===== config.mk =====
export PLATFORM = sky130hd
export DESIGN_NAME = pll_reset_sequencer
export DESIGN_NICKNAME = d
export VERILOG_FILES = /design/src/rtl/pll_reset_sequencer.sv
export SDC_FILE = /design/constraint.sdc
export NUM_CORES = 1
export LEC_CHECK = 0
export CAP_MARGIN = 30
export CORE_ASPECT_RATIO = 1.4
export CORE_UTILIZATION = 50
export DETAILED_ROUTE_END_ITERATION = 10
export GPL_ROUTABILITY_DRIVEN = 0
export PLACE_DENSITY = 0.82
export SLEW_MARGIN = 20
export SYNTH_ARGS = -nofsm -noshare
export SYNTH_HDL_FRONTEND = slang
export SYNTH_SLANG_ARGS = --single-unit

===== constraint.sdc =====
create_clock -name clk -period 2.8 [get_ports clk]
set_clock_uncertainty 0.1 [all_clocks]
set_input_delay 0.56 -clock clk [delete_from_list [all_inputs] [get_ports clk]]
set_output_delay 0.56 -clock clk [all_outputs]
set_load 0.01 [all_outputs]

===== src/rtl/pll_reset_sequencer.sv =====
// PLL lock synchroniser and system reset sequencer (hold-off after lock, flush on loss).
// Define PLL_RESET_LOSS_COUNT_EN to build the saturating lock-loss counter.
module pll_reset_sequencer #(
    parameter int SYNC_STAGES = 2,
    parameter int HOLD_CYCLES = 1024,
    parameter int RST_CYCLES  = 16
) (
    input  logic       clk,
    input  logic       rst,
    input  logic       pll_locked,
    output logic       sys_rst,
    output logic       ready,
    output logic [7:0] lock_loss_count
);
    // state     | meaning
    // WAIT_LOCK | reset held, waiting for synchronised lock
    // STABLE    | lock seen, counting continuous lock cycles
    // RUN       | reset released
    // FLUSH     | lock lost, reset held for the flush length
    typedef enum logic [1:0] {WAIT_LOCK, STABLE, RUN, FLUSH} state_t;

    localparam int MAX_CYCLES = (HOLD_CYCLES > RST_CYCLES) ? HOLD_CYCLES : RST_CYCLES;
    localparam int CNT_W      = $clog2(MAX_CYCLES) + 1;
    localparam logic [CNT_W-1:0] HOLD_LAST = CNT_W'(HOLD_CYCLES - 1);
    localparam logic [CNT_W-1:0] RST_LAST  = CNT_W'(RST_CYCLES - 1);

    logic [SYNC_STAGES-1:0] sync_q, sync_d;
    logic                   locked_s;
    state_t                 state_q, state_d;
    logic [CNT_W-1:0]       cnt_q, cnt_d, cnt_inc;
    logic                   sys_rst_q, sys_rst_d;
    logic                   ready_q, ready_d;

    assign sync_d   = {sync_q[SYNC_STAGES-2:0], pll_locked};
    assign locked_s = sync_q[SYNC_STAGES-1];
    assign cnt_inc  = cnt_q + 1'b1;

    always_comb begin
        state_d = state_q;
        cnt_d   = cnt_q;
        unique case (state_q)
            WAIT_LOCK: begin
                if (locked_s) state_d = STABLE;
            end
            STABLE: begin
                if (!locked_s)              state_d = WAIT_LOCK;
                else if (cnt_q == HOLD_LAST) state_d = RUN;
                else                        cnt_d   = cnt_inc;
            end
            RUN: begin
                if (!locked_s) state_d = FLUSH;
            end
            FLUSH: begin
                // Exit when the incremented count reaches the last flush cycle so
                // WAIT_LOCK is entered RST_CYCLES-1 edges after the loss.
                cnt_d = cnt_inc;
                if (cnt_inc >= RST_LAST) state_d = WAIT_LOCK;
            end
            default: state_d = WAIT_LOCK;
        endcase
        if (state_d != state_q) cnt_d = '0;
        sys_rst_d = (state_d != RUN);
        ready_d   = (state_d == RUN);
    end

    always_ff @(posedge clk) begin
        if (rst) begin
            sync_q    <= '0;
            state_q   <= WAIT_LOCK;
            cnt_q     <= '0;
            sys_rst_q <= 1'b1;
            ready_q   <= 1'b0;
        end else begin
            sync_q    <= sync_d;
            state_q   <= state_d;
            cnt_q     <= cnt_d;
            sys_rst_q <= sys_rst_d;
            ready_q   <= ready_d;
        end
    end

    assign sys_rst = sys_rst_q;
    assign ready   = ready_q;

`ifdef PLL_RESET_LOSS_COUNT_EN
    logic [7:0] loss_cnt_q, loss_cnt_d;
    logic       lost;

    always_comb begin
        lost       = (state_q == RUN) && !locked_s;
        loss_cnt_d = loss_cnt_q;
        if (lost && (loss_cnt_q != 8'hFF)) loss_cnt_d = loss_cnt_q + 8'd1;
    end

    always_ff @(posedge clk) begin
        if (rst) loss_cnt_q <= 8'd0;
        else     loss_cnt_q <= loss_cnt_d;
    end

    assign lock_loss_count = loss_cnt_q;
`else
    assign lock_loss_count = 8'd0;
`endif

endmodule


# Word level (Yosys, flattened, before mapping)
# Index checks and enable logic that the tools add are counted.
op_classes:
  add_sub_neg: 1
  n_lt_le_gt_ge: 1
  n_eq_ne: 9
  n_mux: 9
  n_reduce_logical: 4
op_table:
  columns: ["cell", "count"]
  rows:
  - ["11-bit two-way mux", 2]
  - ["11-bit case mux with 2 select lines", 1]
  - ["11-bit by 1-bit adder with 11-bit output, second input constant", 1]
  - ["11-bit by 10-bit equality test with 1-bit output, second input constant", 1]
  - ["11-bit by 4-bit greater-or-equal comparator with 1-bit output, second input constant", 1]
  - ["2-bit two-way mux", 5]
  - ["2-bit case mux with 4 select lines", 1]
  - ["2-bit equality test, second input constant", 3]
  - ["2-bit inequality test, second input constant", 3]
  - ["3-bit AND reduction", 1]
  - ["2-bit by 1-bit equality test with 1-bit output, second input constant", 1]
  - ["2-bit zero test", 1]
  - ["2-bit inequality test", 1]
  - ["2-bit nonzero test", 1]
  - ["2-bit OR reduction", 1]
totals:
  reg_bits: 17
  in_bits: 3
  out_inout_bits: 10

# Longest topological paths before layout
# Gate-level depths: netlist of run 1.
depth:
  ltp_word: 6
  depth_mapped: 8
  depth_no_buf: 7

# Least setup slack after synthesis of run 1
# No wires, ideal clock.
synth_timing:
  path_type: "reg-to-reg"
  start: "register cnt_q[0]"
  end: "register cnt_q[2]"
  arrival_ns: 1.745
  slack_ns: 0.839
  stages_incl_launch_ff: 8
  period_less_slack_ns: 1.961
  cell_sequence: "dfxtp_1 -> ha_1 -> nand3_1 -> o41ai_2 -> a221oi_1 -> a31oi_1 -> buf_6 -> nor2_2"
synth_between:
  elab_chain_cells: 6
  elab_cells_between_ends: 14
synth_lines:
  columns: ["item", "line_no", "rtl"]
  rows:
  - ["start, declared", "30", "logic [CNT_W-1:0] cnt_q, cnt_d, cnt_inc;"]
  - ["start signal, assigned", "76", "cnt_q <= cnt_d;"]
  - ["11-bit by 1-bit adder with 11-bit output or 11-bit by 10-bit equality test with 1-bit output (tied branches)", "36, 47", null]
  - ["11-bit by 4-bit greater-or-equal comparator with 1-bit output or 2-bit two-way mux (tied branches)", "57, 47", null]
  - ["2-bit two-way mux (on tied branches)", "57, 46", null]
  - ["2-bit case mux with 4 select lines", "41", "unique case (state_q)"]
  - ["2-bit inequality test", "61", "if (state_d != state_q) cnt_d = '0;"]
  - ["2-bit OR reduction (no source line)", null, null]
# Parallel ways exist; a longest one is shown, timed or not. The select of a mux whose other input is x is not followed.
# A chain may end at the register's enable or synchronous reset.

# Worst setup path in the final report of run 1
layout_timing:
  start: "register cnt_q[0]"
  end: "register cnt_q[1]"
# The elaborated chain is that of the path after synthesis.

==> impl_metrics.env, run 1 <==
export IMPL_pin_count=13
export IMPL_yosysTopAreaCellShare_pct=31.70
export IMPL_combPwrFrac_pct=6.4
export IMPL_seqPwrFrac_pct=59.9
export IMPL_min_path_type="flip-flop to flip-flop"
export IMPL_wirelength_um=1817
export IMPL_critPathRequiredTime_ns=2.89
export IMPL_fin_tns_setup_ns=0
export IMPL_viasPerCell=5.753
export IMPL_synthArstFlopShare_pct=0
export IMPL_fin_nets=131
export IMPL_syn_avg_cell_area_um2=8.588
export IMPL_layout_drive_gt1_share_pct=16.00
export IMPL_coreArea_mm2=0.001997
export IMPL_ir_worst_vdd_mv=0.2979
export IMPL_worstPathArrival_ns=2.27
export IMPL_p_int_w=0.0003067
export IMPL_slew_viol_final=0
export IMPL_hold_viol=0
export IMPL_grt_antenna_before_repair=0
export IMPL_avgRoutedWirePerCell_um=12.45
export IMPL_rsz0062_at_grt="no"
export IMPL_grt_pass1_wl_um=3111
export IMPL_min_period_ns=2.177
export IMPL_dp_hpwl_um=1361
export IMPL_worstMarginPinSlew_ns=0.5339
export IMPL_powerDensity_mw_per_mm2=377.4
export IMPL_synth_common_cells="17 x dfxtp_1, 15 x xnor2_1, 12 x a21oi_1"
export IMPL_yosysSeqAreaShare_pct=31.70
export IMPL_ctsHoldBuffers=0
export IMPL_power_share_clock_pct=33.7
export IMPL_cts_tree="yes"
export IMPL_status="completed"
export IMPL_switchingPower_w=0.0001041
export IMPL_period_share_pct=77.76
export IMPL_synth_cell_types=38
export IMPL_ant_nets=0
export IMPL_clock_path_buffers=2
export IMPL_drt_iter0_drc=27
export IMPL_fmax_mhz=459.3
export IMPL_synth_largest_area_cell="dfxtp_1"
export IMPL_drtPass1Iterations=4
export IMPL_start_util_pct=53.76
export IMPL_cts_root_buf="clkbuf_4"
export IMPL_yosysMostFrequentCell="dfxtp_1"
export IMPL_drcViolationCount=0
export IMPL_numCtsBuffers=3
export IMPL_placed_area_mm2=0.001061
export IMPL_max_slew_margin_rel_pct=64.08
export IMPL_synth_area_mm2=0.001074
export IMPL_dieArea_mm2=0.002339
export IMPL_synth_seq_cells=17
export IMPL_io_buffers=4
export IMPL_die_h_um=56.83
export IMPL_drv_cap=0
export IMPL_critPathMaxFanout=11
export IMPL_ys_flop_type="dfxtp_1"
export IMPL_clock_latency_ns=0.31
export IMPL_cts_resized=0
export IMPL_p_sw_share_pct=25.33
export IMPL_synth_area_top_cells="dfxtp_1 32%, xnor2_1 12%, nor2_2 5.8%, a21oi_1 5.6%, buf_4 5.6%"
export IMPL_cts_post_setup_buffers_inserted=0
export IMPL_grt_max_degree=12
export IMPL_htreeDepth=1
export IMPL_final_area_mm2=0.001089
export IMPL_p_leak_nw=0.3486
export IMPL_yosys_warnings=0
export IMPL_setup_viol=0
export IMPL_num_vias=840
export IMPL_synth_edff_count=0
export IMPL_worstSetupEndpointType="flip-flop"
export IMPL_cts_sinks=17
export IMPL_hold_depth=1
export IMPL_grt_overflow_total=0
export IMPL_path_class="flip-flop to flip-flop"
export IMPL_grt_total_usage_pct=18.54
export IMPL_syn_to_final_growth_pct=1.398
export IMPL_die_w_um=41.16
export IMPL_num_rows=19
export IMPL_grt_pass1_vias=743
export IMPL_netlist_instances=125
export IMPL_path_clk_slew_ns=0.09
export IMPL_antenna_cells=0
export IMPL_startpoint_type="flip-flop"
export IMPL_ff2ff_path_depth=7
area by class of cell:
class / instances / area (µm²)
clock inverter: 1 / 5.005
tap: 21 / 26.28
clock buffer: 3 / 22.52
fill: 189 / 908.4
timing repair buffer: 6 / 55.05
sequential: 17 / 340.3
inverter: 2 / 7.507
multi-input combinational: 96 / 631.9
logic make-up after synthesis:
family / after synthesis / synth area share (%)
AO/OA/AOI/OAI: 29 / 19.12
other: 1 / 0.3493
flip-flops: 17 / 31.70
XOR/XNOR: 15 / 12.24
adder cells (fa/ha/maj): 2 / 2.331
AND/OR/NAND/NOR: 42 / 22.38
buffers and inverters: 19 / 11.89
sequential cells by signal (all words and copies together), names as in the netlist:
| register | count |
|---|---|
| cnt_q | 11 |
| sync_q | 2 |
| ready | 1 |
| sys_rst | 1 |
| state_q | 2 |
per-layer routing:
layer / wire, µm / vias to the layer above / GRT usage [%]
met5: 0 / - / 0
met4: 31 / 0 / 6.912
met3: 70 / 2 / 2.372
met2: 916 / 21 / 29.69
met1: 799 / 395 / 24.01
li1: - / 422 / -
power by group through the flow:
stage,clock network [W],registers (W),logic (W)
after floorplan,0,0.000251,0.0000287
after global placement,0,0.000251,0.0000256
after detailed placement,0,0.000252,0.0000261
after CTS,0.000138,0.000246,0.0000263
after global routing,0.000150,0.000247,0.0000288
final,0.000139,0.000246,0.0000261
stage by stage:
step | setup slack [ns] | power (W) | std cells | utilization, % | hold slack, ns
floorplan | 0.8395 | 0.0002798 | 132 | - | 0.3138
global placement | 0.6989 | 0.0002771 | 142 | 53.13 | 0.3249
detailed placement | 0.6548 | 0.0002777 | 142 | 53.13 | 0.3318
CTS | 0.6299 | 0.0004108 | 146 | 54.51 | 0.3569
global route | 0.4232 | 0.0004255 | 146 | 54.51 | 0.3703
finish | 0.6227 | 0.0004108 | 146 | 54.51 | 0.3488
worst paths after layout:
| path | startpoint | to | slack (ns) |
|---|---|---|---|
| min reg2reg | sync_q[0] | sync_q[1] | 0.35 |
| min | sync_q[0] | sync_q[1] | 0.35 |
| max reg2reg | cnt_q[0] | cnt_q[1] | 0.62 |
| max | cnt_q[0] | cnt_q[1] | 0.62 |
cells in the final DEF, fill, tap and decap left out, types with 2 or more instances in the layout:
master	count
xnor2_1	15
clkdlybuf4s50_1	4
nor2_2	10
inv_1	2
a211oi_1	3
nand3_1	5
nor2b_1	5
clkbuf_4	3
ha_1	2
dfxtp_1	17
buf_4	2
conb_1	8
a31oi_1	3
a21oi_1	12
nor2_1	4
nand4_1	4
nand2_1	5
critical path: stages, from the launching register on:
cell and delay (ns):
dfxtp_1 0.46, ha_1 0.28, nand3_1 0.17, o41ai_2 0.44
a221oi_1 0.14, a31oi_1 0.18, buf_4 0.25, a211oi_1 0.06
Power figures use the tool's default switching activity.
==> inputs of run 2 (changes only) <==
- clock period: 2.8 -> 2.2 ns (I/O delays scaled with it)
==> run 2 against run 1 <==
Effect of this change: sequential share of layout area shrank 0.28 points; combinational power rose by 29%; hold slack improved by 0.011 ns; critical path type unchanged; sequential power increased by 27%; final area up 1.3%; first-iteration DRC count down 33%; register-to-register slack worse by 0.53 ns; largest cell class unchanged; total power grew 26%; setup slack lost 0.53 ns.
==> impl_metrics.env, run 2 (synthesis gave the netlist of run 1 again) <==
export IMPL_status="completed"
export IMPL_critPathRequiredTime_ns=2.30
export IMPL_slew_viol_final=0
export IMPL_die_h_um=56.83
export IMPL_htreeDepth=1
export IMPL_placed_area_mm2=0.001061
export IMPL_clock_path_buffers=2
export IMPL_io_buffers=4
export IMPL_drt_iter0_drc=18
export IMPL_cts_root_buf="clkbuf_4"
export IMPL_drtPass1Iterations=4
export IMPL_crit_slowest_cell="dfxtp_1"
export IMPL_grt_overflow_total=0
export IMPL_path_class="flip-flop to flip-flop"
export IMPL_hold_depth=1
export IMPL_p_sw_share_pct=24.61
export IMPL_min_period_ns=2.108
export IMPL_final_common_cell="dfxtp_1"
export IMPL_switchingPower_w=0.0001274
export IMPL_slowest_delay_ns=0.44
export IMPL_avgRoutedWirePerCell_um=13.71
export IMPL_fin_nets=131
export IMPL_cts_tree="yes"
export IMPL_seqPwrFrac_pct=60.5
export IMPL_die_w_um=41.16
export IMPL_worstPathArrival_ns=2.21
export IMPL_p_int_w=0.0003903
export IMPL_syn_to_final_growth_pct=2.681
export IMPL_reg_top3="cnt_q (11), state_q (2), sync_q (2)"
export IMPL_whs_endpoint="sync_q[1]"
export IMPL_timing_rr_start="cnt_q[1]"
export IMPL_power_share_clock_pct=33.0
export IMPL_period_share_pct=95.84
export IMPL_clock_latency_ns=0.30
export IMPL_stdcell_count=146
export IMPL_num_rows=19
export IMPL_hold_viol=0
export IMPL_fmax_mhz=474.3
export IMPL_grt_pass1_vias=779
export IMPL_grt_max_degree=12
export IMPL_dp_hpwl_um=1321
export IMPL_p_leak_nw=0.3504
export IMPL_holdWs_ns=0.3603
export IMPL_coreArea_mm2=0.001997
export IMPL_powerDensity_mw_per_mm2=469.6
export IMPL_drcViolationCount=0
export IMPL_placed_cells=142
export IMPL_grt_pass1_wl_um=3160
export IMPL_final_util_pct=55.20
export IMPL_num_vias=830
export IMPL_max_slew_margin_rel_pct=65.15
export IMPL_worstSetupEndpointType="flip-flop"
export IMPL_combPwrFrac_pct=6.5
export IMPL_final_cell_mix="16 x dfxtp_1, 15 x xnor2_1, 12 x a21oi_1"
export IMPL_worstPathCellList="ha_1 > nand3_1 > o41ai_4 > buf_4 > a21boi_0 > xnor2_1 > nor2_2"
export IMPL_start_util_pct=53.76
export IMPL_drv_cap=0
export IMPL_layout_drive_gt1_share_pct=17.60
export IMPL_final_area_mm2=0.001102
export IMPL_path_clk_slew_ns=0.10
export IMPL_dieArea_mm2=0.002339
export IMPL_ir_worst_vdd_mv=0.5129
export IMPL_grt_antenna_before_repair=0
export IMPL_ctsHoldBuffers=0
export IMPL_regMostFlops="cnt_q"
export IMPL_ff2ff_path_depth=7
export IMPL_antenna_cells=0
export IMPL_numCtsBuffers=3
export IMPL_min_from="sync_q[0]"
export IMPL_viasPerCell=5.685
export IMPL_largest_reg_flops=11
export IMPL_regToRegSetupSlack_ns=0.09
export IMPL_wirelength_um=2001
export IMPL_critPathMaxFanout=10
export IMPL_r2r_end="cnt_q[2]"
export IMPL_min_path_type="flip-flop to flip-flop"
export IMPL_grt_total_usage_pct=19.08
export IMPL_ant_nets=0
export IMPL_cts_post_setup_buffers_inserted=0
export IMPL_worstMarginPinSlew_ns=0.5180
export IMPL_startpoint_type="flip-flop"
export IMPL_cts_sinks=17
export IMPL_setup_viol=0
export IMPL_pin_count=13
run 2: cell types whose count changed in the layout (fill, tap and decap cells not counted):
| cell | previous run | this run |
|---|---|---|
| and4_1 | 1 | 0 |
| and4_2 | 0 | 1 |
| dfxtp_1 | 17 | 16 |
| dfxtp_2 | 0 | 1 |
| o41ai_2 | 1 | 0 |
| o41ai_4 | 0 | 1 |
run 2: cell type report:
cell class,count,area (µm²)
Multi-Input combinational cell,96,644.4
Fill cell,183,894.6
Tap cell,21,26.28
Timing Repair Buffer,6,55.05
Inverter,2,7.507
Sequential cell,17,341.6
Clock inverter,1,5.005
Clock buffer,3,22.52
run 2: routing by layer:
layer,vias up,GRT usage (%),wire length [µm]
li1,422,-,-
met1,387,23.88,900
met2,15,29.46,996
met3,6,2.767,53
met4,0,10.60,51
met5,-,0,0
run 2: repair_timing:
action                                  CTS  global route
gates resized for setup                   0             3
pin swaps                                 1             0
endpoints found under the setup margin    1            11
gates cloned                              0             0
run 2: per-stage QoR:
stage	power (W)	setup slack [ns]	TNS (ns)
detailed placement	0.0003533	0.01085	0
CTS	0.0005190	0.09787	0
floorplan	0.0003561	0.2395	0
global route	0.0005362	-0.06187	-0.4682
finish	0.0005176	0.09150	0
global placement	0.0003522	0.1333	0
run 2: how the worst max path moves through the flow:
stage	slack [ns]	endpoint	startpoint	depth (start not counted)
floorplan	0.24	cnt_q[2]	cnt_q[0]	7
global placement	0.13	cnt_q[2]	cnt_q[0]	7
detailed placement	0.01	cnt_q[2]	cnt_q[0]	7
CTS	0.1	cnt_q[2]	cnt_q[0]	7
global route	-0.06	cnt_q[2]	cnt_q[1]	7
finish	0.09	cnt_q[2]	cnt_q[1]	7
run 2: power by group through the flow:
| stage | registers (W) | clock network [W] | logic [W] |
|---|---|---|---|
| final | 0.000313 | 0.000171 | 0.0000336 |
| after global routing | 0.000314 | 0.000185 | 0.0000371 |
| after CTS | 0.000313 | 0.000173 | 0.0000331 |
| after detailed placement | 0.000320 | 0 | 0.0000330 |
| after global placement | 0.000320 | 0 | 0.0000322 |
| after floorplan | 0.000320 | 0 | 0.0000365 |
run 2: worst max-delay path: cells and delay by family, from the launching register on:
family          cells  cell delay [ns]
compound gates      2             0.47
flops               1             0.44
fa+ha+maj           1             0.27
simple gates        2             0.27
buf+inv             1             0.24
xor+xnor            1             0.21
==> inputs of run 3 (changes only) <==
- CORE_UTILIZATION: 50 -> 49
- PLACE_DENSITY: 0.82 -> 0.83
- clock period: 2.2 -> 1.88 ns (I/O delays scaled with it)
==> run 3 against run 2 <==
Effect of this change: the flow now finishes with violations (negative setup slack); global-route usage up 1.8 points; sequential share of layout area decreased by 7.0 points; critical path depth rose by 1; register-to-register slack got worse by 0.16 ns; maximum frequency is 7.9% higher; final cell count up 18%; sequential power increased by 17%; clock power increased by 22%; total power rose by 24%; wire length is 55% higher; sequential cell count stayed put; die area rose by 2.0%; largest cell class unchanged; highest routed layer unchanged.
==> impl_metrics.env, run 3 (synthesis gave the netlist of run 1 again) <==
export IMPL_status="finished, violations left"
export IMPL_failed_checks="negative setup slack"
export IMPL_worstSetupEndpointType="flip-flop"
export IMPL_start_util_pct=53.13
export IMPL_top_usage_layer="met2"
export IMPL_drt_iter0_drc=76
export IMPL_combPwrFrac_pct=10.4
export IMPL_p_leak_nw=0.5027
export IMPL_holdWs_ns=0.3646
export IMPL_powerDensity_mw_per_mm2=439.6
export IMPL_num_rows=19
export IMPL_path_class="flip-flop to flip-flop"
export IMPL_grt_pass1_vias=937
export IMPL_min_period_ns=1.953
export IMPL_cts_tree="yes"
export IMPL_placed_area_mm2=0.001206
export IMPL_power_share_clock_pct=32.6
export IMPL_layout_drive_gt1_share_pct=41.06
export IMPL_dp_hpwl_um=1674
export IMPL_die_w_um=41.56
export IMPL_p_int_w=0.0004694
export IMPL_path_clk_slew_ns=0.11
export IMPL_pin_count=13
export IMPL_final_area_mm2=0.001455
export IMPL_coreArea_mm2=0.002021
export IMPL_hold_depth=1
export IMPL_switchingPower_w=0.0001704
export IMPL_hold_viol=0
export IMPL_ant_nets=0
export IMPL_use_met2_pct=39.06
export IMPL_grt_util_met1_pct=22.16
export IMPL_syn_to_final_growth_pct=35.55
export IMPL_num_vias=1031
export IMPL_grt_total_usage_pct=20.90
export IMPL_startpoint_type="flip-flop"
export IMPL_fmax_mhz=512.0
export IMPL_io_buffers=4
export IMPL_ctsHoldBuffers=0
export IMPL_die_h_um=57.38
export IMPL_reg_top3="cnt_q (11), state_q (2), sync_q (2)"
export IMPL_grt_util_met3_pct=2.215
export IMPL_wirelength_um=3111
export IMPL_setup_viol=12
export IMPL_cts_root_buf="clkbuf_4"
export IMPL_drtPass1Iterations=6
export IMPL_min_path_type="flip-flop to flip-flop"
export IMPL_largest_reg_flops=11
export IMPL_avgRoutedWirePerCell_um=18.09
export IMPL_slew_viol_final=0
export IMPL_final_common_cell="buf_4"
export IMPL_worst_slack_ns=-0.07330
export IMPL_grt_overflow_total=0
export IMPL_grt_antenna_before_repair=0
export IMPL_drcViolationCount=0
export IMPL_fin_tns_setup_ns=-0.4711
export IMPL_dieArea_mm2=0.002385
export IMPL_rsz0062_at_grt="yes"
export IMPL_final_cell_mix="25 x buf_4, 14 x dfxtp_1, 13 x xnor2_1"
export IMPL_seqPwrFrac_pct=57.0
export IMPL_period_share_pct=103.9
export IMPL_cts_sinks=17
export IMPL_critPathRequiredTime_ns=2.00
export IMPL_critPathMaxFanout=5
export IMPL_fin_nets=157
export IMPL_htreeDepth=1
export IMPL_regMostFlops="cnt_q"
export IMPL_ff2ff_path_depth=8
export IMPL_grt_max_degree=12
export IMPL_p_sw_share_pct=26.63
export IMPL_clock_latency_ns=0.30
export IMPL_viasPerCell=5.994
export IMPL_grt_pass1_wl_um=3891
export IMPL_antenna_cells=0
export IMPL_numCtsBuffers=3
export IMPL_clock_path_buffers=2
export IMPL_worstPathArrival_ns=2.07
export IMPL_ir_worst_vdd_mv=0.4270
export IMPL_drv_cap=0
-- run 3: repair_timing --
| item | CTS | global route |
|---|---|---|
| resized for setup | 9 | 20 |
| pin swaps | 2 | 11 |
| hold endpoints to repair | 0 | 0 |
| endpoints found under the setup margin | 14 | 13 |
| buffers inserted | 2 | 5 |
-- run 3: stage by stage --
stage | worst slack [ns] | utilization, % | total power, W | std cells
3_5_place_dp | -0.1280 | 59.69 | 0.0004188 | 161
6_report | -0.07330 | 72.01 | 0.0006398 | 172
3_3_place_gp | -0.01803 | 59.69 | 0.0004170 | 161
4_1_cts | 0.002696 | 64.40 | 0.0006170 | 167
5_1_grt | -0.1114 | 72.01 | 0.0006526 | 172
2_1_floorplan | 0.02489 | - | 0.0004167 | 132
-- run 3: worst paths after layout --
path	startpoint	endpoint	slack [ns]
min reg2reg	sync_q[0]	sync_q[1]	0.36
max reg2reg	cnt_q[1]	cnt_q[1]	-0.07
min	sync_q[0]	sync_q[1]	0.36
max	cnt_q[1]	cnt_q[1]	-0.07
-- run 3: power by group through the flow --
stage | Clock (W) | Sequential (W) | Combinational (W)
6_report | 0.000208 | 0.000365 | 0.0000666
3_5_place_dp | 0 | 0.000375 | 0.0000440
2_1_floorplan | 0 | 0.000374 | 0.0000428
4_1_cts | 0.000206 | 0.000364 | 0.0000466
3_3_place_gp | 0 | 0.000374 | 0.0000426
5_1_grt | 0.000217 | 0.000365 | 0.0000699
-- run 3: final cells by class --
class | count | area (µm²)
Timing Repair Buffer | 32 | 261.5
Clock inverter | 1 | 5.005
Inverter | 2 | 7.507
Tap cell | 21 | 26.28
Fill cell | 130 | 565.5
Clock buffer | 3 | 22.52
Multi-Input combinational cell | 96 | 783.3
Sequential cell | 17 | 349.1
-- run 3: critical path, cell delays in order (launching register included) --
cell and delay [ns]:
dfxtp_4 0.39, buf_6 0.13, ha_4 0.27, o21ba_4 0.14, o22ai_4 0.08, a221oi_4 0.34
a31oi_4 0.15, buf_6 0.16, a211oi_2 0.12
-- run 3: metal layers --
| layer | vias up | part of all wire, % |
|---|---|---|
| met1 | 489 | 41 |
| met2 | 59 | 51 |
| met5 | - | 0 |
| met3 | 11 | 5.9 |
| li1 | 472 | - |
| met4 | 0 | 2.3 |
